File: src/rtl/peak_detect_mc_if.sv
// Streaming bus of peak_detect_mc: per-bin sample sink and per-range peak-record source.
// sink_thresh exists only when PEAK_DETECT_MC_THRESH_EN is defined.
interface peak_detect_mc_if #(
  parameter int WIDTH  = 16,
  parameter int NCH    = 2,
  parameter int BWIDTH = 7
);
  logic                   sink_valid;
  logic                   sink_ready;
  logic                   sink_sop;
  logic                   sink_eop;
  logic [NCH*WIDTH-1:0]   sink_mag;
  logic [NCH*16-1:0]      sink_phase;
`ifdef PEAK_DETECT_MC_THRESH_EN
  logic [WIDTH-1:0]       sink_thresh;
`endif
  logic                   source_valid;
  logic                   source_ready;
  logic                   source_sop;
  logic                   source_eop;
  logic                   source_found;
  logic [BWIDTH-1:0]      source_bin;
  logic [3*WIDTH-1:0]     source_mag;
  logic [NCH*48-1:0]      source_phase;

  modport slave (
    input  sink_valid, sink_sop, sink_eop, sink_mag, sink_phase,
`ifdef PEAK_DETECT_MC_THRESH_EN
    input  sink_thresh,
`endif
    output sink_ready,
    output source_valid, source_sop, source_eop, source_found,
    output source_bin, source_mag, source_phase,
    input  source_ready
  );

  modport master (
    output sink_valid, sink_sop, sink_eop, sink_mag, sink_phase,
`ifdef PEAK_DETECT_MC_THRESH_EN
    output sink_thresh,
`endif
    input  sink_ready,
    input  source_valid, source_sop, source_eop, source_found,
    input  source_bin, source_mag, source_phase,
    output source_ready
  );
endinterface

File: src/rtl/peak_detect_mc.sv
// Multi-channel spectral peak detector: keeps the strongest REFCH bin per range, then emits one
// record per range. Optional threshold qualification of source_found: PEAK_DETECT_MC_THRESH_EN.
module peak_detect_mc #(
  parameter int WIDTH              = 16,
  parameter int NCH                = 2,
  parameter int REFCH              = 0,
  parameter int NPEAKS             = 2,
  parameter int PEAKSEP [0:NPEAKS] = '{4, 64, 128}
) (
  input  logic            clk,
  input  logic            reset,
  peak_detect_mc_if.slave bus
);
  localparam int BWIDTH = $clog2(PEAKSEP[NPEAKS]);
  localparam int CWIDTH = BWIDTH + 1;
  localparam int IWIDTH = (NPEAKS > 1) ? $clog2(NPEAKS) : 1;
  localparam int LIMIT  = PEAKSEP[NPEAKS];

  typedef enum logic [1:0] {IDLE, SCAN, EMIT} state_e;
  typedef logic [NCH*WIDTH-1:0] mag_vec_t;
  typedef logic [NCH*16-1:0]    ph_vec_t;
  typedef struct packed {
    logic               valid;
    logic [BWIDTH-1:0]  bin;
    logic [3*WIDTH-1:0] mag;
    logic [NCH*48-1:0]  phase;
  } rec_t;

  state_e            state_q, state_d;
  logic [CWIDTH-1:0] cnt_q, cnt_d;
  logic [IWIDTH-1:0] idx_q, idx_d;
  logic              drop_q, drop_d;
  mag_vec_t          win_mag_q [2];
  mag_vec_t          win_mag_d [2];
  ph_vec_t           win_ph_q  [2];
  ph_vec_t           win_ph_d  [2];
  rec_t              rec_q [NPEAKS];
  rec_t              rec_d [NPEAKS];
`ifdef PEAK_DETECT_MC_THRESH_EN
  logic [WIDTH-1:0]  thresh_q, thresh_d;
`endif

  logic accept, start, eval_a, eval_b;
  rec_t cand_a, cand_b, cur_rec;

  function automatic rec_t make_rec(input logic [CWIDTH-1:0] k,
                                    input mag_vec_t pm, input mag_vec_t cm, input mag_vec_t nm,
                                    input ph_vec_t pp, input ph_vec_t cp, input ph_vec_t np);
    rec_t r;
    r.valid = 1'b1;
    r.bin   = k[BWIDTH-1:0];
    r.mag   = {nm[REFCH*WIDTH +: WIDTH], cm[REFCH*WIDTH +: WIDTH], pm[REFCH*WIDTH +: WIDTH]};
    for (int c = 0; c < NCH; c++) begin
      r.phase[c*48 +: 48] = {np[c*16 +: 16], cp[c*16 +: 16], pp[c*16 +: 16]};
    end
    return r;
  endfunction

  // Candidate bins are always below LIMIT, so the truncated bin field still identifies the range.
  function automatic rec_t offer(input rec_t cur, input rec_t cand, input int i);
    if (int'(cand.bin) >= PEAKSEP[i] && int'(cand.bin) < PEAKSEP[i+1] &&
        cand.mag[WIDTH +: WIDTH] > cur.mag[WIDTH +: WIDTH]) begin
      return cand;
    end
    return cur;
  endfunction

  assign bus.sink_ready = (state_q != EMIT) || drop_q;
  assign accept         = bus.sink_valid && bus.sink_ready;
  assign start          = accept && bus.sink_sop && (state_q != EMIT);

  // Window: [0] holds bin n-1, [1] holds bin n-2, where n is the bin being accepted.
  assign cand_a = make_rec(cnt_q - CWIDTH'(1), win_mag_q[1], win_mag_q[0], bus.sink_mag,
                           win_ph_q[1], win_ph_q[0], bus.sink_phase);
  assign cand_b = make_rec(start ? '0 : cnt_q, start ? '0 : win_mag_q[0], bus.sink_mag, '0,
                           start ? '0 : win_ph_q[0], bus.sink_phase, '0);

  always_comb begin
    // NOTE: every signal written here gets a default first, so no path can infer a latch.
    state_d   = state_q;
    cnt_d     = cnt_q;
    idx_d     = idx_q;
    drop_d    = drop_q;
    win_mag_d = win_mag_q;
    win_ph_d  = win_ph_q;
    rec_d     = rec_q;
    eval_a    = 1'b0;
    eval_b    = 1'b0;
`ifdef PEAK_DETECT_MC_THRESH_EN
    thresh_d  = thresh_q;
`endif

    if (start) begin
      rec_d       = '{default: '0};
      win_mag_d[1] = '0;
      win_ph_d[1]  = '0;
      win_mag_d[0] = bus.sink_mag;
      win_ph_d[0]  = bus.sink_phase;
      cnt_d        = CWIDTH'(1);
`ifdef PEAK_DETECT_MC_THRESH_EN
      thresh_d     = bus.sink_thresh;
`endif
      if (bus.sink_eop) begin
        eval_b  = 1'b1;
        state_d = EMIT;
        drop_d  = 1'b0;
      end else begin
        state_d = SCAN;
      end
    end else if (state_q == SCAN && accept) begin
      eval_a       = 1'b1;
      win_mag_d[1] = win_mag_q[0];
      win_ph_d[1]  = win_ph_q[0];
      win_mag_d[0] = bus.sink_mag;
      win_ph_d[0]  = bus.sink_phase;
      cnt_d        = cnt_q + CWIDTH'(1);
      if (bus.sink_eop) begin
        eval_b  = (int'(cnt_q) < LIMIT);
        state_d = EMIT;
        drop_d  = 1'b0;
      end else if (int'(cnt_q) == LIMIT) begin
        // Frame continues past the last range: swallow the tail while emitting.
        state_d = EMIT;
        drop_d  = 1'b1;
      end
    end else if (state_q == EMIT) begin
      if (accept && bus.sink_eop) drop_d = 1'b0;
      if (bus.source_ready) begin
        if (idx_q == IWIDTH'(NPEAKS - 1)) begin
          state_d = IDLE;
          idx_d   = '0;
          drop_d  = 1'b0;
          rec_d   = '{default: '0};
        end else begin
          idx_d = idx_q + IWIDTH'(1);
        end
      end
    end

    for (int i = 0; i < NPEAKS; i++) begin
      if (eval_a) rec_d[i] = offer(rec_d[i], cand_a, i);
      if (eval_b) rec_d[i] = offer(rec_d[i], cand_b, i);
    end
  end

  always_comb begin
    cur_rec          = rec_q[idx_q];
    bus.source_valid = 1'b0;
    bus.source_sop   = 1'b0;
    bus.source_eop   = 1'b0;
    bus.source_found = 1'b0;
    bus.source_bin   = '0;
    bus.source_mag   = '0;
    bus.source_phase = '0;
    if (state_q == EMIT) begin
      bus.source_valid = 1'b1;
      bus.source_sop   = (idx_q == '0);
      bus.source_eop   = (idx_q == IWIDTH'(NPEAKS - 1));
      bus.source_bin   = cur_rec.valid ? cur_rec.bin : BWIDTH'(PEAKSEP[idx_q]);
      bus.source_mag   = cur_rec.mag;
      bus.source_phase = cur_rec.phase;
`ifdef PEAK_DETECT_MC_THRESH_EN
      bus.source_found = cur_rec.valid && (cur_rec.mag[WIDTH +: WIDTH] >= thresh_q);
`else
      bus.source_found = cur_rec.valid;
`endif
    end
  end

  // NOTE: state updates use non-blocking assignments so all registers sample pre-edge values.
  always_ff @(posedge clk or negedge reset) begin
    if (!reset) begin
      state_q <= IDLE;
      cnt_q   <= '0;
      idx_q   <= '0;
      drop_q  <= 1'b0;
      // NOTE: window and records are small flop arrays, not RAM, so they take the reset too.
      for (int i = 0; i < 2; i++) begin
        win_mag_q[i] <= '0;
        win_ph_q[i]  <= '0;
      end
      for (int i = 0; i < NPEAKS; i++) rec_q[i] <= '0;
`ifdef PEAK_DETECT_MC_THRESH_EN
      thresh_q <= '0;
`endif
    end else begin
      state_q   <= state_d;
      cnt_q     <= cnt_d;
      idx_q     <= idx_d;
      drop_q    <= drop_d;
      win_mag_q <= win_mag_d;
      win_ph_q  <= win_ph_d;
      rec_q     <= rec_d;
`ifdef PEAK_DETECT_MC_THRESH_EN
      thresh_q  <= thresh_d;
`endif
    end
  end
endmodule

File: src/flat_wrapper.sv
// flat-port wrapper written by rule: the top's interface ports become plain ports
module peak_detect_mc_flat 
#(
  parameter int WIDTH              = 16,
  parameter int NCH                = 2,
  parameter int REFCH              = 0,
  parameter int NPEAKS             = 2,
  parameter int PEAKSEP [0:NPEAKS] = '{4, 64, 128}
)
  (clk, reset, bus_sink_valid, bus_sink_sop, bus_sink_eop, bus_sink_mag, bus_sink_phase, bus_sink_ready, bus_source_valid, bus_source_sop, bus_source_eop, bus_source_found, bus_source_bin, bus_source_mag, bus_source_phase, bus_source_ready);
  peak_detect_mc_if #(.WIDTH(WIDTH), .NCH(NCH), .BWIDTH((7))) bus_i ();
  input  logic clk;
  input  logic reset;
  input wire logic [$bits(bus_i.sink_valid)-1:0] bus_sink_valid;
  input wire logic [$bits(bus_i.sink_sop)-1:0] bus_sink_sop;
  input wire logic [$bits(bus_i.sink_eop)-1:0] bus_sink_eop;
  input wire logic [$bits(bus_i.sink_mag)-1:0] bus_sink_mag;
  input wire logic [$bits(bus_i.sink_phase)-1:0] bus_sink_phase;
  output wire logic [$bits(bus_i.sink_ready)-1:0] bus_sink_ready;
  output wire logic [$bits(bus_i.source_valid)-1:0] bus_source_valid;
  output wire logic [$bits(bus_i.source_sop)-1:0] bus_source_sop;
  output wire logic [$bits(bus_i.source_eop)-1:0] bus_source_eop;
  output wire logic [$bits(bus_i.source_found)-1:0] bus_source_found;
  output wire logic [$bits(bus_i.source_bin)-1:0] bus_source_bin;
  output wire logic [$bits(bus_i.source_mag)-1:0] bus_source_mag;
  output wire logic [$bits(bus_i.source_phase)-1:0] bus_source_phase;
  input wire logic [$bits(bus_i.source_ready)-1:0] bus_source_ready;
  assign bus_i.sink_valid = bus_sink_valid;
  assign bus_i.sink_sop = bus_sink_sop;
  assign bus_i.sink_eop = bus_sink_eop;
  assign bus_i.sink_mag = bus_sink_mag;
  assign bus_i.sink_phase = bus_sink_phase;
  assign bus_sink_ready = bus_i.sink_ready;
  assign bus_source_valid = bus_i.source_valid;
  assign bus_source_sop = bus_i.source_sop;
  assign bus_source_eop = bus_i.source_eop;
  assign bus_source_found = bus_i.source_found;
  assign bus_source_bin = bus_i.source_bin;
  assign bus_source_mag = bus_i.source_mag;
  assign bus_source_phase = bus_i.source_phase;
  assign bus_i.source_ready = bus_source_ready;
  peak_detect_mc #(.WIDTH(WIDTH), .NCH(NCH), .REFCH(REFCH), .NPEAKS(NPEAKS), .PEAKSEP(PEAKSEP)) u_core (.clk(clk), .reset(reset), .bus(bus_i));
endmodule
File: config.mk
export PLATFORM = sky130hd
export DESIGN_NAME = peak_detect_mc_flat
export DESIGN_NICKNAME = d
export VERILOG_FILES = /design/src/rtl/peak_detect_mc_if.sv /design/src/rtl/peak_detect_mc.sv /design/src/flat_wrapper.sv
export SDC_FILE = /design/constraint.sdc
export NUM_CORES = 1
export LEC_CHECK = 0
export CORE_ASPECT_RATIO = 1.75
export CORE_MARGIN = 8
export CORE_UTILIZATION = 25
export DETAILED_ROUTE_END_ITERATION = 8
export MAX_ROUTING_LAYER = met4
export SLEW_MARGIN = 20
export SYNTH_ARGS = -nofsm -noshare
export SYNTH_HDL_FRONTEND = slang
export SYNTH_SLANG_ARGS = --single-unit
export TNS_END_PERCENT = 20
File: constraint.sdc
create_clock -name clk -period 11 [get_ports clk]
set_input_delay 1.1 -clock clk [delete_from_list [all_inputs] [get_ports clk]]
set_output_delay 1.1 -clock clk [all_outputs]
set_load 0.03 [all_outputs]
==> impl_metrics.tcl <==
set metrics [dict create \
    rr_startpoint "u_core.state_q[0]" \
    synth_area_leaders "dfrtp_1 (45%), a21oi_1 (9.7%), mux2i_1 (6.5%), nand3_1 (6.3%), o211ai_1 (4.5%)" \
    cts_htree_levels 2 \
    grt_pass1_vias 21490 \
    synth.yosys.seq_area_share_pct 44.79 \
    dp_hpwl_mm 53.16 \
    io_pins 226 \
    cp.required_ps 11500 \
    startpoint "bus_sink_sop" \
    yosysTopAreaCell "dfrtp_1" \
    cts_made_buffers 45 \
    overflow 0 \
    power.leakage_nw 11.28 \
    maxSlewHeadroom_pct 23.53 \
    clockBufferDepth 3 \
    die_x_um 245.4 \
    slew_viol_final 0 \
    synth_top_area_share_pct 44.79 \
    cts_root_buf "clkbuf_16" \
    grt_start_max_net_pins 163 \
    tightest_slew_ps 1147 \
    async_flop_share_pct 100.0 \
    layout.nets 2800 \
    power_density_nw_per_um2 212.1 \
    syn_to_final_growth_pct 19.34 \
    max_freq_mhz 120.6 \
    cp-end-kind "flip-flop" \
    syn_area_per_cell_um2 8.717 \
    ff2ff_setup_slack_ps 2970 \
    crit_path_max_fanout 61 \
    cp.arrival_ps 8790 \
    antenna_found_initial 3 \
    ir_worst_vdd_v 0.0001950 \
    period_share_pct 75.36 \
    hold_buffers 0 \
    vias 21390 \
    die-area_um2 102400 \
    fin_total_pwr_mw 5.827 \
    io_buffers 209 \
    ys_types 54 \
    synth_area_um2 23020 \
    num_rows 147 \
    drtIter0Drc 1843 \
    die_h_um 417.4 \
    clk_pin_slew_worst_paths_ps 60 \
    ys_ff_latch 412 \
    clk_latency_ps 610 \
    syn_nets 2777 \
    post-cts-setup-buffers 0 \
    outcome "completed" \
    ys.flop_type "dfrtp_1" \
    grt_usage_pct 17.58 \
    drive_above_1_share_pct 6.046 \
    min_path_type "primary input to asynchronous set/reset pin" \
    finish.utilization_pct 29.99 \
    synth-edff-count 0 \
    grt_pass1_wl_mm 138.4 \
    cts_tree "yes" \
    wirelength_mm 90.94 \
    viasPerCell 5.499 \
    critical_path_class "primary input to flip-flop" \
    hold_violations 0 \
    final_antenna_net_count 0 \
    finalSetupViolCount 0 \
    yosysWarnings 0 \
    gp_congestion 0.8029 \
    cts_sinks 412 \
    maxCapViolCount 0 \
    wire_per_inst_um 23.38 \
    initial_core_util_pct 25.13 \
    firstDrtPassIters 5 \
    route.detailed.drc 0 \
    rsz0062_at_grt "no" \
    fin_skew_ps 31.46 \
    cts_resized 0 \
    start_kind "primary input" \
    finalSetupTns_ps 0 \
    min_period_ps 8290 \
    core_area_um2 91600 \
    syn_inst 2641 \
]
==> cells in the mapped netlist (44+ instances only) <==
library cell / n
nand2_1: 234
a31oi_1: 104
a22oi_1: 55
o211ai_1: 138
nand3_1: 290
clkbuf_1: 203
mux2i_1: 150
nor2_1: 216
a21oi_1: 446
buf_2: 47
ha_1: 66
o21ai_0: 44
dfrtp_1: 412
==> sequential cells by signal, summed over array words and instances (netlist names) <==
name,cells
u_core.cnt_q,8
u_core.idx_q,1
u_core.rec_q,304
u_core.drop_q,1
u_core.cand_a,96
u_core.state_q,2
==> cells in the final DEF (no fill, tap or decap), drive strengths merged, types with 66 or more instances in the layout <==
| cell | instances |
|---|---|
| clkdlybuf4s50 | 208 |
| dfrtp | 412 |
| a21oi | 446 |
| ha | 66 |
| o211ai | 138 |
| nand3 | 290 |
| nand2 | 234 |
| mux2i | 150 |
| a31oi | 104 |
| nor2 | 217 |
==> kinds of logic (layout without fill, tap and decap cells) <==
family,count (synthesis),in the layout,synth area share [%]
other,0,1,0
adder cells (fa/ha/maj),66,66,3.587
XOR/XNOR,9,9,0.3424
multiplexers,182,182,8.087
buffers and inverters,299,354,5.163
flip-flops,412,412,44.79
AND/OR/NAND/NOR,819,819,15.85
AO/OA/AOI/OAI,854,854,22.18
==> power by group <==
part	total, mW	internal (mW)	switching, mW	leakage [nW]
sequential	2.22	1.82	0.397	5.61
combinational	2.06	0.621	1.44	4.97
clock	1.55	0.877	0.676	0.710
==> layer usage <==
layer	vias up	GRT usage (%)	routed length, um
met5	-	-	0
met4	0	6.871	3367
met3	171	1.788	5103
met2	908	29.36	45640
met1	10720	21.69	36820
li1	9585	-	-
==> critical path, stage by stage <==
cell	delay [ps]
clkdlybuf4s50_1	590
and3_2	330
a31oi_4	540
buf_4	460
nand2_1	140
ha_1	310
nand2_1	80
nor4_1	420
o21ai_0	260
nand4_1	430
buf_4	550
nand3_1	160
and2_1	180
ha_1	310
nand3_1	90
or3_1	420
o311a_1	450
o311ai_4	100
buf_4	560
buf_4	830
a22oi_1	150
a31oi_1	210
==> path summary, 6_finish.rpt <==
| path | end | depth (start not counted) |
|---|---|---|
| setup / recovery | u_core.rec_q[50] | 22 |
| hold / removal | u_core.rec_q[236] | 1 |
| setup reg to reg | u_core.rec_q[50] | 22 |
| hold reg to reg | u_core.rec_q[150] | 2 |
| max in group asynchronous | u_core.rec_q[139] | 3 |
| min in group clk | u_core.rec_q[150] | 2 |
==> layout make-up <==
| type | instances | area (um^2) |
|---|---|---|
| antenna | 1 | 2.502 |
| clock buffer | 65 | 1271 |
| clock inverter | 14 | 177.7 |
| fill | 9651 | 64120 |
| inverter | 25 | 93.84 |
| multi-input combinational | 1930 | 11650 |
| sequential | 412 | 10310 |
| tap | 1192 | 1491 |
| timing repair buffer | 250 | 2467 |
==> per-stage QoR <==
stage | setup WS, ps | std cells | hold slack [ps] | cell area, um^2
3_5_place_dp | 2175 | 3809 | 486.1 | 26020
2_1_floorplan | 5131 | 2641 | 462.8 | 23020
4_1_cts | 2782 | 3888 | 469.7 | 27470
6_report | 2710 | 3889 | 453.0 | 27470
5_1_grt | 2339 | 3889 | 488.8 | 27470
3_3_place_gp | 2332 | 3809 | 487.2 | 26020
Power figures use the tool's default switching activity.
